<file path="config.mk">
export PLATFORM = sky130hd
export DESIGN_NAME = siso_loopback_arbiter
export DESIGN_NICKNAME = d
export VERILOG_FILES = /design/src/rtl/siso_loopback_arbiter.sv
export SDC_FILE = /design/constraint.sdc
export NUM_CORES = 1
export LEC_CHECK = 0
export CAP_MARGIN = 20
export CORE_MARGIN = 2
export CORE_UTILIZATION = 35
export CTS_CLUSTER_SIZE = 20
export DETAILED_ROUTE_END_ITERATION = 12
export MAX_ROUTING_LAYER = met4
export PLACE_DENSITY = 0.72
export SYNTH_ARGS = -nofsm -noshare
export SYNTH_HDL_FRONTEND = slang
export SYNTH_SLANG_ARGS = --single-unit
</file>
<file path="constraint.sdc">
create_clock -name clk -period 1.6 [get_ports clk]
set_clock_uncertainty 0.1 [all_clocks]
set_input_delay 0.4 -clock clk [delete_from_list [all_inputs] [get_ports clk]]
set_output_delay 0.4 -clock clk [all_outputs]
set_load 0.01 [all_outputs]
</file>
<file path="src/rtl/siso_loopback_arbiter.sv">
// Two-requester round-robin front end for a shared SISO delay chain: each granted word is
// sent MSB-first into the chain, recaptured DEPTH cycles later and returned with its ID.
module siso_loopback_arbiter #(
    parameter int WIDTH = 8,
    parameter int DEPTH = 4
) (
    input  logic             clk,
    input  logic             reset,
    input  logic [1:0]       req,
    input  logic [WIDTH-1:0] din0,
    input  logic [WIDTH-1:0] din1,
    output logic [1:0]       gnt,
    output logic             busy,
    output logic             ser_in,
    input  logic             ser_out,
    output logic [WIDTH-1:0] dout,
    output logic             done,
    output logic             done_id
);
    localparam int LAST = WIDTH + DEPTH - 1;
    localparam int CW   = $clog2(LAST + 1);
    localparam int SW   = (WIDTH > 1) ? WIDTH - 1 : 1;

    typedef enum logic [1:0] {S_IDLE, S_ACTIVE, S_DONE} state_t;

    state_t           r_state;
    state_t           w_state_next;
    logic [CW-1:0]    r_cnt;
    logic [SW-1:0]    r_shift;
    logic [WIDTH-1:0] r_rx;
    logic [WIDTH-1:0] r_dout;
    logic             r_ser_in;
    logic             r_id;
    logic             r_done_id;
    logic             r_prio;
    logic [1:0]       w_pick;
    logic [WIDTH-1:0] w_word;
    logic [WIDTH-1:0] w_rx_next;
    logic [SW-1:0]    w_rest;
    logic             w_last;
    logic             w_capture;

    assign w_word    = w_pick[1] ? din1 : din0;
    assign w_last    = (r_cnt == CW'(LAST));
    assign w_capture = (r_cnt >= CW'(DEPTH));

    // The last captured bit arrives on the same edge that loads dout, so both use w_rx_next.
    generate
        if (WIDTH > 1) begin : g_wide
            assign w_rest    = w_word[WIDTH-2:0];
            assign w_rx_next = {r_rx[WIDTH-2:0], ser_out};
        end else begin : g_narrow
            assign w_rest    = 1'b0;
            assign w_rx_next = ser_out;
        end
    endgenerate

    always_comb begin
        w_state_next = r_state;
        w_pick       = 2'b00;
        busy         = 1'b0;
        done         = 1'b0;
        case (r_state)
            S_IDLE: begin
                if (req == 2'b11) begin
                    w_pick = r_prio ? 2'b10 : 2'b01;
                end else begin
                    w_pick = req;
                end
                if (|req) begin
                    w_state_next = S_ACTIVE;
                end
            end
            S_ACTIVE: begin
                busy = 1'b1;
                if (w_last) begin
                    w_state_next = S_DONE;
                end
            end
            S_DONE: begin
                busy         = 1'b1;
                done         = 1'b1;
                w_state_next = S_IDLE;
            end
            default: w_state_next = S_IDLE;
        endcase
    end

    // Grant is combinational, so it is masked while reset is held.
    assign gnt     = reset ? w_pick : 2'b00;
    assign ser_in  = r_ser_in;
    assign dout    = r_dout;
    assign done_id = r_done_id;

    always_ff @(posedge clk or negedge reset) begin
        if (!reset) begin
            r_state <= S_IDLE;
        end else begin
            r_state <= w_state_next;
        end
    end

    always_ff @(posedge clk or negedge reset) begin
        if (!reset) begin
            r_cnt     <= '0;
            r_shift   <= '0;
            r_rx      <= '0;
            r_dout    <= '0;
            r_ser_in  <= 1'b0;
            r_id      <= 1'b0;
            r_done_id <= 1'b0;
            r_prio    <= 1'b0;
        end else begin
            case (r_state)
                S_IDLE: begin
                    if (|req) begin
                        r_id     <= w_pick[1];
                        r_ser_in <= w_word[WIDTH-1];
                        r_shift  <= w_rest;
                        r_cnt    <= '0;
                    end
                end
                S_ACTIVE: begin
                    // Zero-filled shift drives ser_in low once the word is exhausted.
                    r_cnt    <= r_cnt + 1'b1;
                    r_ser_in <= r_shift[SW-1];
                    r_shift  <= r_shift << 1;
                    if (w_capture) begin
                        r_rx <= w_rx_next;
                    end
                    if (w_last) begin
                        r_cnt     <= '0;
                        r_ser_in  <= 1'b0;
                        r_dout    <= w_rx_next;
                        r_done_id <= r_id;
                        r_prio    <= ~r_id;
                    end
                end
                default: r_ser_in <= 1'b0;
            endcase
        end
    end
endmodule

</file>
==> impl_results.md <==
- Max Freq: 527.7 MHz
- Effective utilization at floorplan: 0.3673
- Main area contributors after synthesis: sky130_fd_sc_hd__dfrtp_1, sky130_fd_sc_hd__mux2_1, sky130_fd_sc_hd__mux2i_1
- Global placement routability congestion: 0.8128
- Remaining Overflow, GRT: 0
- Sinks on Clock Net: 32
- Ratio of total power to cell area: 1392 mW/mm^2
- Setup-failing EPs final: 27
- Total nets after synthesis: 150
- Post-route fraction of the period consumed by the critical path: 1.184
- TritonCTS buffer count: 5
- DP Wirelength: 2434 um
- Count of fill cells added during filler insertion: 325
- Cell with the most instances after synthesis: sky130_fd_sc_hd__dfrtp_1
- Longest individual stage delay on the worst path: 0.39 ns
- Horizontal extent of the die: 69.25 um
- Number of antenna violations at the first check in global routing: 0
- Required time of the critical path: 1.10 ns
- Synthesized area divided by synthesized cell count: 12.02 um^2
- Max-cap viol count: 0
- I/O Pins: 35
- Final min period: 1.895 ns
- Post-synth cell types: 32
- Post-synthesis cell type with the largest combined area: sky130_fd_sc_hd__dfrtp_1
- Vertical extent of the die: 69.25 um
- Critical-path cell list: inv_2, ha_4, buf_6, buf_4, nand3_2, a21oi_2, buf_2
- Total power: 0.003374 W
- Category of the worst setup path launch point: flop
- Area overhead of the layout relative to synthesis: 62.64%
- Share of synthesized area occupied by flip-flops and latches: 0.5374
- Slew @ Worst Pin: 0.3630 ns
- Number of storage elements in the synthesis netlist: 32
- Final routed DRC violation total: 0
- Largest net degree at the start of global routing: 30
- Min Hold Slack: 0.2005 ns
- Min setup slack post-route: -0.2949 ns
- Total Routing Usage GR: 0.1681
- CTS Buffer Depth: 2
- # nets final: 220
- Core Footprint: 0.004058 mm^2
- Clock tree from TritonCTS: done
- Antenna Cells: 0
- Die ar.: 0.004796 mm^2
- Most used DFF post-synth: sky130_fd_sc_hd__dfrtp_1
- List of most frequent post-synthesis cells: sky130_fd_sc_hd__dfrtp_1, sky130_fd_sc_hd__mux2_1, sky130_fd_sc_hd__mux2i_1
- Critical Path Slowest Stage Cell: sky130_fd_sc_hd__dfrtp_1
- Clock transition time at the flip-flop clock pins of the worst setup and hold paths: 0.07 ns
- EDFF count, synth: 0
- Global-route wire length before repair: 6210 um
- Data arrival time of the worst path: 1.39 ns
- Min-delay worst type: primary input to asynchronous set/reset pin
- Mapped Cells: 124
- Proportion of register bits with asynchronous set or reset after synthesis: 1.000
- Synthesis warning total: 0
- Post-Syn Area: 0.001490 mm^2
- Portion of synthesized cell area occupied by the leading cell type: 0.5374
- RSZ-0062 raised after global routing: yes
- Insertion delay of the later-clocked pin in the worst-skew pair: 0.28 ns
- Worst-path maximum fanout: 2
- Count of final max-slew check failures: 0
- Routed length per placed instance: 14.71 um
- Ratio of cells with drive above 1 in the final layout: 0.4154
- Maximum ir drop on the vdd rail: 0.7091 mV
- Critical path endpoint category: output pin
- Hold buffer count at CTS: 0
- Vias after detailed routing: 1237
- Failing checks: negative setup slack
- Clk root buf: sky130_fd_sc_hd__clkbuf_8
- DRT antenna net count: 0
- Row count: 23
- Path type of the worst setup path: flop to output pin
- Number of global-route vias before repair: 1332
- Final Hold Fails: 0
- Leak: 1.196 nW
- 1st-pass router iterations: 4
- Worst slew slack as a fraction of its limit: 0.7580
- Quantity of I/O buffers inserted on ports: 34
- Count of H-tree levels built during CTS: 2
- Final routed wirelength across all metal layers: 3604 um
- Post-detailed-route via-to-cell ratio: 5.049
- Status: complete, but fails checks
- Drt first-iter violations: 40
repair_timing:
action	CTS	global route
hold endpoints to repair	0	0
setup buffers	11	8
gates resized for setup	65	16
cloned	1	0
pin swaps	9	2
setup endpoints to repair	44	35
path summary, 6_finish.rpt:
path	slack, ns	end	from	cells past startpoint
max in group asynchronous	0.79	r_shift[3]	reset	2
min reg2reg	0.39	r_prio	r_id	1
min in group clk	0.39	r_prio	r_id	1
max	-0.29	gnt[0]	r_state[0]	7
min	0.20	r_id	reset	2
max reg2reg	-0.29	r_cnt[2]	r_state[1]	8
worst max-delay path: cells and delay by family, from the launching register on:
family	cells	cell delay (ns)
adders and majority gates	1	0.14
AOI/OAI and AO/OA	1	0.10
buffers and inverters	4	0.42
DFF	1	0.39
and+or+nand+nor	1	0.06
registers in the layout, indices dropped and copies added (netlist names):
register  cells
r_cnt         4
r_shift       7
r_prio        1
done_id       1
ser_in        1
dout          8
r_rx          7
r_id          1
r_state       2
per-stage QoR:
step	area [um^2]	setup TNS, ns	utilization	std cells	worst slack [ns]
2_1_floorplan	1511	-0.08929	-	124	-0.05282
3_3_place_gp	2044	-7.543	0.5039	223	-0.7064
3_5_place_dp	2044	-8.696	0.5039	223	-0.7144
4_1_cts	2357	-5.339	0.5809	241	-0.2896
5_1_grt	2424	-6.495	0.5973	245	-0.3669
6_report	2424	-4.734	0.5973	245	-0.2949
where the power goes:
group	internal (W)	switching, W
registers	0.00105	0.000171
logic	0.000871	0.000634
clock network	0.000349	0.000300
metal layers:
metal	global-route usage	vias up	routed length (um)
li1	-	582	-
met1	0.1944	619	1500
met2	0.2863	31	1915
met3	0.03198	5	140
met4	0.06972	0	47
met5	-	-	0
cells by family after synthesis:
family,Yosys count,synth area share
AND/OR/NAND/NOR,26,0.1016
buffers and inverters,10,0.02855
multiplexers,25,0.1822
AO/OA/AOI/OAI,26,0.1083
flip-flops,32,0.5374
adder cells (fa/ha/maj),5,0.04198
layout by cell type (no fill, tap or decap), drive strengths merged:
| master | instances |
|---|---|
| mux2 | 17 |
| and2 | 2 |
| dfrtp | 32 |
| dlygate4sd2 | 12 |
| a32oi | 1 |
| nor3b | 1 |
| clkbuf | 8 |
| inv | 5 |
| o211ai | 1 |
| clkinvlp | 1 |
| nand3 | 3 |
| clkdlybuf4s50 | 18 |
| o22ai | 1 |
| o21a | 1 |
| nor2b | 1 |
| nand2 | 7 |
| mux2i | 8 |
| nand2b | 2 |
| a21o | 1 |
| ha | 5 |
| and3 | 2 |
| buf | 37 |
| or3 | 1 |
| a22o | 1 |
| nand4b | 1 |
| nor2 | 3 |
| o21ai | 11 |
| nand3b | 1 |
| or2 | 1 |
| a21boi | 1 |
| a21oi | 3 |
| or4 | 1 |
| a22oi | 5 |
cell type report:
type	instances	area, um^2	share of cell area
well taps	50	62.56	0.02581
multi-input cells	82	813.3	0.3356
clock buffers	7	86.33	0.03562
repair buffers	68	634.4	0.2617
clock inverters	1	7.507	0.003098
inverters	5	18.77	0.007744
flip-flops and latches	32	800.8	0.3304
(Power assumes the default switching activity.)
